===== src/rtl/mips_multicycle_ctrl.sv =====
// Multi-cycle sequencer for a five-instruction MIPS core (ADDU, ADDIU, LW, SW, JR).
// Owns PC, IR and the ALU operand/result registers; drives fetch, data, regfile and ALU.
module mips_multicycle_ctrl #(
  parameter logic [31:0] RESET_VECTOR = 32'hBFC00000
) (
  input  logic        clk,
  input  logic        reset,
  output logic [31:0] instr_address,
  output logic        instr_read,
  input  logic        instr_waitrequest,
  input  logic [31:0] instr_readdata,
  output logic [31:0] data_address,
  output logic        data_read,
  output logic        data_write,
  output logic [31:0] data_writedata,
  input  logic        data_waitrequest,
  input  logic [31:0] data_readdata,
  output logic [4:0]  rs_addr,
  output logic [4:0]  rt_addr,
  input  logic [31:0] rs_data,
  input  logic [31:0] rt_data,
  output logic        reg_we,
  output logic [4:0]  reg_waddr,
  output logic [31:0] reg_wdata,
  output logic [31:0] alu_op1,
  output logic [31:0] alu_op2,
  output logic [5:0]  alu_opcode,
  output logic [5:0]  alu_func,
  input  logic [31:0] alu_out,
  output logic        active,
  output logic        fault
);

  typedef enum logic [2:0] {
    S_FETCH, S_DECODE, S_EXEC, S_MEM, S_WB, S_HALT
  } state_t;

  state_t      state_q;
  logic [31:0] pc_q, pc_next_q, ir_q, a_q, b_q, aluout_q, mdr_q;
  logic        fault_q;

  logic [5:0]         opcode, func;
  logic               is_addu, is_jr, is_addiu, is_lw, is_sw, is_mem, legal, misaligned;
  logic signed [31:0] imm_sext;

  assign opcode   = ir_q[31:26];
  assign func     = ir_q[5:0];
  assign is_addu  = (opcode == 6'b000000) && (func == 6'b100001);
  assign is_jr    = (opcode == 6'b000000) && (func == 6'b001000);
  assign is_addiu = (opcode == 6'b001001);
  assign is_lw    = (opcode == 6'b100011);
  assign is_sw    = (opcode == 6'b101011);
  assign is_mem   = is_lw | is_sw;
  assign legal    = is_addu | is_jr | is_addiu | is_lw | is_sw;
  assign imm_sext = {{16{ir_q[15]}}, ir_q[15:0]};
  assign misaligned = is_mem && (alu_out[1:0] != 2'b00);

  // JR reuses the ADDU path with a zero second operand so the ALU forms A + 0.
  always_comb begin
    alu_op2 = b_q;
    if (is_jr)
      alu_op2 = '0;
    else if (is_addiu | is_mem)
      alu_op2 = imm_sext;
  end

  assign alu_op1    = a_q;
  assign alu_opcode = opcode;
  assign alu_func   = is_jr ? 6'b100001 : func;
  assign rs_addr    = ir_q[25:21];
  assign rt_addr    = ir_q[20:16];

  // Requests decode straight from registered state, so they hold steady across wait cycles.
  assign instr_address  = pc_q;
  assign instr_read     = !reset && (state_q == S_FETCH) && (pc_q != '0);
  assign data_address   = aluout_q;
  assign data_writedata = b_q;
  assign data_read      = (state_q == S_MEM) && is_lw;
  assign data_write     = (state_q == S_MEM) && is_sw;
  assign reg_waddr      = is_addu ? ir_q[15:11] : ir_q[20:16];
  assign reg_wdata      = is_lw ? mdr_q : aluout_q;
  assign reg_we         = (state_q == S_WB) && (reg_waddr != 5'd0);
  assign active         = (state_q != S_HALT);
  assign fault          = fault_q;

  always_ff @(posedge clk or posedge reset) begin
    if (reset) begin
      state_q   <= S_FETCH;
      pc_q      <= RESET_VECTOR;
      pc_next_q <= RESET_VECTOR + 32'd4;
      ir_q      <= '0;
      a_q       <= '0;
      b_q       <= '0;
      aluout_q  <= '0;
      mdr_q     <= '0;
      fault_q   <= 1'b0;
    end else begin
      case (state_q)
        S_FETCH: begin
          if (pc_q == '0) begin
            state_q <= S_HALT;
          end else if (!instr_waitrequest) begin
            ir_q      <= instr_readdata;
            pc_q      <= pc_next_q;
            pc_next_q <= pc_next_q + 32'd4;
            state_q   <= S_DECODE;
          end
        end
        S_DECODE: begin
          a_q <= rs_data;
          b_q <= rt_data;
          if (legal) begin
            state_q <= S_EXEC;
          end else begin
            fault_q <= 1'b1;
            state_q <= S_HALT;
          end
        end
        S_EXEC: begin
          aluout_q <= alu_out;
          // PC already points at the delay slot; only the following fetch is redirected.
          if (is_jr) begin
            pc_next_q <= a_q;
            state_q   <= S_FETCH;
          end else if (misaligned) begin
            fault_q <= 1'b1;
            state_q <= S_HALT;
          end else if (is_mem) begin
            state_q <= S_MEM;
          end else begin
            state_q <= S_WB;
          end
        end
        S_MEM: begin
          if (!data_waitrequest) begin
            if (is_lw) begin
              mdr_q   <= data_readdata;
              state_q <= S_WB;
            end else begin
              state_q <= S_FETCH;
            end
          end
        end
        S_WB:    state_q <= S_FETCH;
        default: state_q <= S_HALT;
      endcase
    end
  end

endmodule

===== config.mk =====
export PLATFORM = sky130hd
export DESIGN_NAME = mips_multicycle_ctrl
export DESIGN_NICKNAME = d
export VERILOG_FILES = /design/src/rtl/mips_multicycle_ctrl.sv
export SDC_FILE = /design/constraint.sdc
export NUM_CORES = 1
export LEC_CHECK = 0
export BUFFER_PORTS_ARGS = -buffer_cell sky130_fd_sc_hd__buf_2
export CAP_MARGIN = 10
export CORE_UTILIZATION = 47
export CTS_BUF_LIST = sky130_fd_sc_hd__clkbuf_2
export DETAILED_ROUTE_END_ITERATION = 8
export PLACE_DENSITY_LB_ADDON = 0.12
export SETUP_SLACK_MARGIN = 0.1
export SKIP_LAST_GASP = 1
export SYNTH_ARGS = -nofsm -noshare
export SYNTH_HDL_FRONTEND = slang
export SYNTH_SLANG_ARGS = --single-unit

===== constraint.sdc =====
create_clock -name clk -period 7.5 [get_ports clk]
set_input_delay 1.125 -clock clk [delete_from_list [all_inputs] [get_ports clk]]
set_output_delay 1.125 -clock clk [all_outputs]
set_load 0.02 [all_outputs]

==> flow_summary.toml, run 1 <==
[synth]
synth_top_area_share_pct = 48.4
synth_top_family_by_area = "simple AND/OR/NAND/NOR gates"
synth_fa_ha_area_share_pct = 0.116
syn_inst = 1065
synth_area_leaders = "dfrtp_1, mux2_2, nand2_1"
synth_compound_area_share_pct = 8.70
synth_warnings = 0
yosys-top-cells-count = "nand2_1, dfrtp_1, mux2_2, nor2_1, a21oi_1"
async_flop_share_pct = 100
syn-num-nets = 1230
ys_types = 63
synth-simple-area-share_pct = 18.2
synthXorXnorAreaFrac_pct = 0
ys_ff_latch = 228
netlist_area_sq_um = 10800
synth_edf_count = 0
yosys.area.top_type = "dfrtp_1"
yosys-mux-area-fraction_pct = 15.6
yosysMostFrequentCell = "nand2_1"
synthFlopType = "dfrtp_1"
syn_avg_cell_area_sq_um = 10.1
seq_area_frac_synth_pct = 53.0

[clock_tree]
clkTransAtPathRegs_ps = 110
cts_tree = "built"
ctsResizeCount = 0
holdBufCountCts = 0
clk_path_buf_depth = 3
clock-sinks = 228
htreeDepth = 2
post_cts_buffers = 0
clock_latency_ps = 830
cts-root-buf = "clkbuf_2"
numCtsBuffers = 59

[timing]
fin_setup_tns_ps = 0
skew_ps = 38.6
clock.fmax_ghz = 0.224
slew-limit-headroom_pct = 29.8
slew_violations = 0
setup_viol = 0
finalCritPeriodShare_pct = 59.5
rsz0062_at_grt = "no"
worst_slew_pin_slew_ps = 1050
layout_setup_ws_ps = 3040
hold_viol = 0
period_needed_ps = 4460

[worst_setup_path]
path_max_fanout = 34
critPathMaxStageDelay_ps = 840
cp.required_ps = 6380
crit_chain = "nor3b_1 > o21ai_4 > buf_4 > nor2_1 > a21oi_1 > nor2_1 > buf_2"
arrival_ps = 3340
end_kind = "output pin"
cpMostUsedCell = "nor2_1"
cp-start-kind = "flop"
critPathSlowestCell = "nor2_1"
worstSetupPathType = "reg2out"
r2r_cells = 6

[place]
hpwlAfterDp_um = 22100
dp_slack_ps = 3890
io_buffers = 388
gp_congestion = 0.865

[routing]
drc = 0
drt_iter0_drc = 657
num_vias = 9305
via_per_inst = 5.26
detail_route.wl_per_cell_um = 17.8
wirelength_um = 31500
postRouteAntennaNets = 0
first_pass_iters = 5

[global_routing]
grt_usage_pct = 26.5
grt_pass1_wl_um = 49200
grt_pass1_vias = 8836
grt_overflow = 0
grt_max_degree = 93
antenna_found_initial = 2

[cells_and_area]
fin_util_pct = 59.1
seqCellArea_sq_um = 5730
fill_cells = 2131
multi_input_comb_area_sq_um = 4670
area_growth_pct = 23.5
drive_gt1_share_pct = 45.5
nets = 1601

[power]
intPower_mw = 2.20
p_clk_share_pct = 23.8
ir_drop_mv = 0.163
pwr-share-comb_pct = 30.8
powerDensity_nw_per_um2 = 263
p_seq_share_pct = 45.5
total_leakage_power_nw = 7.12
p_switching_mw = 1.31
swShare_pct = 37.3

[run]
max-cap-violations = 0

[floorplanning]
rows = 55
dieArea_sq_um = 23600
die_w_um = 154
initial_utilization_pct = 47.9
coreArea_sq_um = 22600
die_h_um = 154
ios = 389

[outcome]
status = "finished clean"

[min_path]
hold_path.class = "in2async"
registers in the layout, indices dropped and copies added, names as in the netlist:
register,cells
alu_op1,32
data_address,32
data_writedata,32
fault,1
instr_address,32
ir_q,32
mdr_q,32
pc_next_q,32
state_q,3
routing by layer:
layer	GRT usage, %	vias to the layer above	share of wire [%]
met1	34.2	4474	41
li1	-	4439	-
met3	5.36	57	6.1
met2	44.3	335	50
met4	9.62	0	2.5
met5	0	-	0
logic make-up (layout without fill, tap and decap cells):
family                   after synthesis  count (layout)
multiplexers                         150             150
AO/OA/AOI/OAI                        140             140
adder cells (fa/ha/maj)                1               1
flip-flops                           228             228
AND/OR/NAND/NOR                      450             450
other                                  0               2
buffers and inverters                 96             513
final timing paths:
path | startpoint | end | slack [ps]
max | ir_q[29] | alu_op2[19] | 3040
min | reset | data_writedata[15] | 380
max reg2reg | instr_address[11] | pc_next_q[20] | 3950
min reg2reg | fault | fault | 460
max in group asynchronous | reset | ir_q[15] | 5650
min in group clk | fault | fault | 460
worst max-delay path: cells and delay by family (launching register included):
| family | cells | cell delay (ps) |
|---|---|---|
| buffers and inverters | 2 | 450 |
| flip-flops | 1 | 490 |
| AO/OA/AOI/OAI | 2 | 210 |
| AND/OR/NAND/NOR | 3 | 1360 |
through the flow:
stage / cells / instance area, sq um / power (mW) / hold WS (ps)
5_1_grt: 1769 / 13300 / 3.72 / 344
6_report: 1769 / 13300 / 3.51 / 384
3_5_place_dp: 1660 / 12800 / 2.70 / 440
3_3_place_gp: 1660 / 12800 / 2.69 / 443
4_1_cts: 1767 / 13300 / 3.55 / 321
2_1_floorplan: 1065 / 10800 / 2.29 / 433
cell type report:
type | instances | share of cell area (%)
antenna | 2 | 0.0375
tap | 285 | 2.67
clock buffer | 99 | 3.71
timing repair buffer | 399 | 15.2
sequential | 228 | 42.9
multi-input combinational | 741 | 35.0
clock inverter | 8 | 0.225
inverter | 7 | 0.253
layout by cell type, fill, tap and decap left out, types with 13 or more instances in the layout:
cell / n
o21ai_0: 14
nand4_1: 13
o22a_1: 14
mux2_2: 130
buf_2: 388
dfstp_2: 19
and3_1: 13
dfrtp_1: 209
nand2_1: 300
clkbuf_2: 99
mux2i_1: 16
a21oi_1: 43
a31oi_1: 14
nor2_1: 63
power by group through the flow:
stage                     clock network [mW]  logic [mW]  registers, mW
after floorplan                            0       0.494           1.79
after global placement                     0        1.08           1.61
after detailed placement                   0        1.08           1.62
after CTS                              0.869        1.09           1.60
after global routing                   0.936        1.16           1.63
final                                  0.835        1.08           1.60
Power figures use the tool's default switching activity.
==> run 2, diff against run 1 <==
Settings changed: CORE_AREA set to 2 2 150 152, CORE_UTILIZATION 47 to not set, DIE_AREA set to 0 0 152 154.
Clock period 7.5 ns to 4.6 ns, I/O delays scaled along.
==> flow_summary.toml, run 2 (synthesis gave the netlist of run 1 again) <==
[outcome]
status = "finished clean"

[cells_and_area]
nets = 1691
final_common_cell = "buf_2"
fin_util_pct = 65.6
fin_cells = 1854
area_growth_pct = 31.7
layout_common_cells = "buf_2, nand2_1, dfrtp_1, mux2_2, dlygate4sd3_1"
drive_gt1_share_pct = 42.1
fin_area_sq_um = 14200
fill_cells = 1808

[power]
powerDensity_nw_per_um2 = 404
ir_drop_mv = 0.365
total_leakage_power_nw = 7.45
power.total_mw = 5.75

[worst_setup_path]
critPathSlowestCell = "nor2_1"
critPathLaunch = "ir_q[29]"
path_max_fanout = 34
cpMostUsedCell = "nor2_1"
worstSetupPathType = "reg2out"
cp.required_ps = 3910
critPathMaxStageDelay_ps = 880
arrival_ps = 3340
cp-start-kind = "flop"
r2r_start = "instr_address[5]"
end_kind = "output pin"
crit_chain = "nor3b_1 > o21ai_4 > buf_4 > nor2_1 > a21oi_1 > nor2_1 > buf_2"

[floorplanning]
rows = 54
ios = 389
initial_utilization_pct = 49.8
die_h_um = 154
die_w_um = 152
dieArea_sq_um = 23400
coreArea_sq_um = 21700

[clock_tree]
clock_latency_ps = 860
cts_tree = "built"
numCtsBuffers = 58
htreeDepth = 2
ctsResizeCount = 0
clock-sinks = 228
clk_path_buf_depth = 3
clkTransAtPathRegs_ps = 100
cts-root-buf = "clkbuf_2"

[timing]
clock.fmax_ghz = 0.248
rsz0062_at_grt = "no"
fin_setup_tns_ps = 0
worst_slew_pin_slew_ps = 1110
setup_viol = 0
hold_viol = 0
slew_violations = 0
finalCritPeriodShare_pct = 87.7
skew_ps = 76.1
layout_setup_ws_ps = 568
slew-limit-headroom_pct = 26.0
period_needed_ps = 4030
hold_slack_ps = 66.1

[global_routing]
grt_overflow = 0
grt_pass1_wl_um = 52200
grt_pass1_vias = 9641
grt_max_degree = 150
antenna_found_initial = 5
grt_usage_pct = 27.6

[routing]
drc = 0
postRouteAntennaNets = 0
drt_iter0_drc = 661
via_per_inst = 5.27
wirelength_um = 33400
first_pass_iters = 5
detail_route.wl_per_cell_um = 18.0
num_vias = 9771

[min_path]
hold_path.class = "in2reg"
min_from = "alu_out[3]"

[place]
dpl-instance-area_sq_um = 12800
dp_slack_ps = 1390
gp_congestion = 0.847
dp.cells = 1657
io_buffers = 388
hpwlAfterDp_um = 22900

[run]
max-cap-violations = 0
run 2: cell count changes in the layout (fill, tap and decap cells not counted), moves of 2 or more:
cell,before,now
dlygate4sd3_1,0,89
clkbuf_2,99,81
clkinv_1,5,17
diode_2,2,6
clkinv_2,0,2
clkinvlp_4,0,2
inv_2,3,1
run 2: worst paths after layout:
kind,to,slack [ps],cells after the start
setup / recovery,alu_op2[17],570,7
hold / removal,data_address[3],70,3
setup reg to reg,ir_q[31],1510,7
hold reg to reg,instr_address[29],430,2
max in group asynchronous,data_writedata[30],3700,3
min in group asynchronous,state_q[0],110,3
run 2: layout make-up:
| class | count | area [sq um] | share of cell area [%] |
|---|---|---|---|
| diodes | 6 | 15.0 | 0.106 |
| clock buffers | 81 | 405 | 2.85 |
| clock inverters | 21 | 85.1 | 0.598 |
| inverters | 7 | 30.0 | 0.211 |
| multi-input cells | 741 | 4670 | 32.8 |
| flip-flops and latches | 228 | 5730 | 40.3 |
| well taps | 280 | 350 | 2.46 |
| repair buffers | 490 | 2940 | 20.7 |
run 2: power breakdown:
part / internal, mW / leakage (nW) / switching, mW
Sequential: 2.32 / 2.81 / 0.291
Clock: 0.476 / 0.375 / 0.822
Combinational: 0.763 / 4.26 / 1.08
Total: 3.56 / 7.45 / 2.19
run 2: repair_timing:
action,CTS,global route
hold endpoints to repair,83,6
endpoints found under the setup margin,0,0
hold buffers,83,6
setup buffers,0,0
run 2: routing by layer:
metal	vias up	track usage, %	routed length [um]
li1	4628	-	-
met1	4671	34.5	13500
met2	387	47.1	16900
met3	85	5.58	1930
met4	0	11.7	1130
met5	-	0	0
run 2: critical path, delay by kind of cell, from the launching register on:
kind	cells	cell delay (ps)
AND/OR/NAND/NOR	3	1360
flip-flops	1	500
buffers and inverters	2	450
AO/OA/AOI/OAI	2	190
==> run 3, diff against run 2 <==
Settings changed: CORE_AREA 2 2 150 152 to not set, CORE_UTILIZATION set to 35, DIE_AREA 0 0 152 154 to not set.
==> flow_summary.toml, run 3 (synthesis gave the netlist of run 1 again) <==
[global_routing]
grt_pass1_wl_um = 51500
grt_usage_pct = 21.1
grt_overflow = 0
grt.busiest_layer = "met2"
antenna_found_initial = 2
grt_pass1_vias = 9155
grt.met2_usage_pct = 35.9
grtUsageMet1_pct = 26.4
grtUsageMet3_pct = 4.80
grt_max_degree = 138

[routing]
via_per_inst = 4.87
detail_route.wl_per_cell_um = 17.6
drt_iter0_drc = 650
wirelength_um = 34000
drc = 0
postRouteAntennaNets = 0
num_vias = 9390
first_pass_iters = 4

[timing]
worst_slew_pin_slew_ps = 1130
fin_setup_tns_ps = 0
layout_setup_ws_ps = 741
hold_viol = 0
finalCritPeriodShare_pct = 83.9
skew_ps = 70.0
slew-limit-headroom_pct = 24.8
slew_violations = 0
period_needed_ps = 3860
setup_viol = 0
clock.fmax_ghz = 0.259
rsz0062_at_grt = "no"

[clock_tree]
clk_path_buf_depth = 3
post_cts_buffers = 0
clkTransAtPathRegs_ps = 100
htreeDepth = 3
numCtsBuffers = 67
clock-sinks = 228
cts-root-buf = "clkbuf_2"
cts_tree = "built"
clock_latency_ps = 830

[worst_setup_path]
worstSetupPathType = "reg2out"
path_delay_family = "simple AND/OR/NAND/NOR gates"
critPathSlowestCell = "nor2_4"
crit_chain = "nor3b_2 > nand2_1 > nor2_4 > mux2_2 > buf_2"
r2r-end = "ir_q[4]"
cp-start-kind = "flop"
path_max_fanout = 33
ff2ff_setup_slack_ps = 1740
arrival_ps = 3170
end_kind = "output pin"
r2r_cells = 7
critPathMaxStageDelay_ps = 790
r2r_start = "instr_address[29]"
critPathBufInv = 1
cp.required_ps = 3910

[floorplanning]
dieArea_sq_um = 31600
coreArea_sq_um = 30000
ios = 389
die_h_um = 178
die_w_um = 178
rows = 63
initial_utilization_pct = 36.0

[place]
dp.cells = 1767
gp_congestion = 0.793
dpl-instance-area_sq_um = 13000
hpwlAfterDp_um = 23700
io_buffers = 388
dp_slack_ps = 1530

[cells_and_area]
layout_common_cells = "buf_2, nand2_1, dfrtp_1, mux2_2, clkbuf_2"
area_growth_pct = 30.5
nets = 1655
fin_area_sq_um = 14100
final_common_cell = "buf_2"
drive_gt1_share_pct = 44.6
fin_cells = 1930

[power]
powerDensity_nw_per_um2 = 433
total_leakage_power_nw = 7.39
ir_drop_mv = 0.228

[outcome]
status = "finished clean"

[min_path]
hold_path.class = "in2async"

[run]
max-cap-violations = 0
run 3: cell types whose count changed in the layout (fill, tap and decap cells not counted):
cell and delta:
a21oi_1 -1, a21oi_2 +1, bufinv_16 +4, clkbuf_2 +25, clkinv_1 -11, clkinv_2 -2
clkinvlp_4 -1, diode_2 -3, dlygate4sd3_1 -45, inv_2 -1, nor2b_2 -1, nor2b_4 +1
run 3: per-stage QoR:
step	hold WS, ps	power [mW]	utilization (%)
floorplan	433	3.73	-
global placement	441	4.42	43.2
detailed placement	444	4.45	43.2
CTS	2.65	6.21	46.9
global route	12.1	6.49	46.9
finish	82.3	6.11	46.9
run 3: final cells by class:
type | instances | area (sq um)
multi-input cells | 741 | 4680
repair buffers | 445 | 2490
clock buffers | 106 | 531
clock inverters | 10 | 143
inverters | 7 | 30.0
diodes | 3 | 7.51
flip-flops and latches | 228 | 5730
fillers | 3013 | 15900
well taps | 390 | 488
run 3: worst reg2reg max path: stages, from the launching register on:
cell,delay [ps]
dfstp_2,390
nor4_1,560
nand4_1,320
o21ai_4,230
buf_4,540
buf_4,500
nand2_1,130
nand2_1,70
run 3: routing by layer:
layer	share of wire (%)	wire (um)
met5	0	0
met4	1.5	526
met3	6.5	2200
met2	50	17000
met1	42	14300
run 3: worst max path at each step:
stage / slack, ps / startpoint / cells past startpoint / end
2_1_floorplan: 950 / reset / 1 / alu_op1[0]
3_3_place_gp: 1550 / ir_q[28] / 5 / reg_wdata[30]
3_5_place_dp: 1530 / ir_q[28] / 5 / reg_wdata[30]
4_1_cts: 620 / ir_q[30] / 5 / reg_wdata[30]
5_1_grt: 520 / ir_q[30] / 5 / reg_wdata[30]
6_report: 740 / ir_q[30] / 5 / reg_wdata[30]
run 3: what timing repair did:
item	in CTS	in global routing
resized for setup	0	0
hold buffers	44	0
endpoints found under the setup margin	0	0
endpoints found under the hold margin	44	0
run 3: report_power, final:
| group | internal [mW] | leakage [nW] | switching (mW) | total, mW |
|---|---|---|---|---|
| sequential | 2.32 | 2.81 | 0.288 | 2.61 |
| clock | 0.821 | 0.506 | 0.875 | 1.70 |
| combinational | 0.738 | 4.07 | 1.06 | 1.80 |
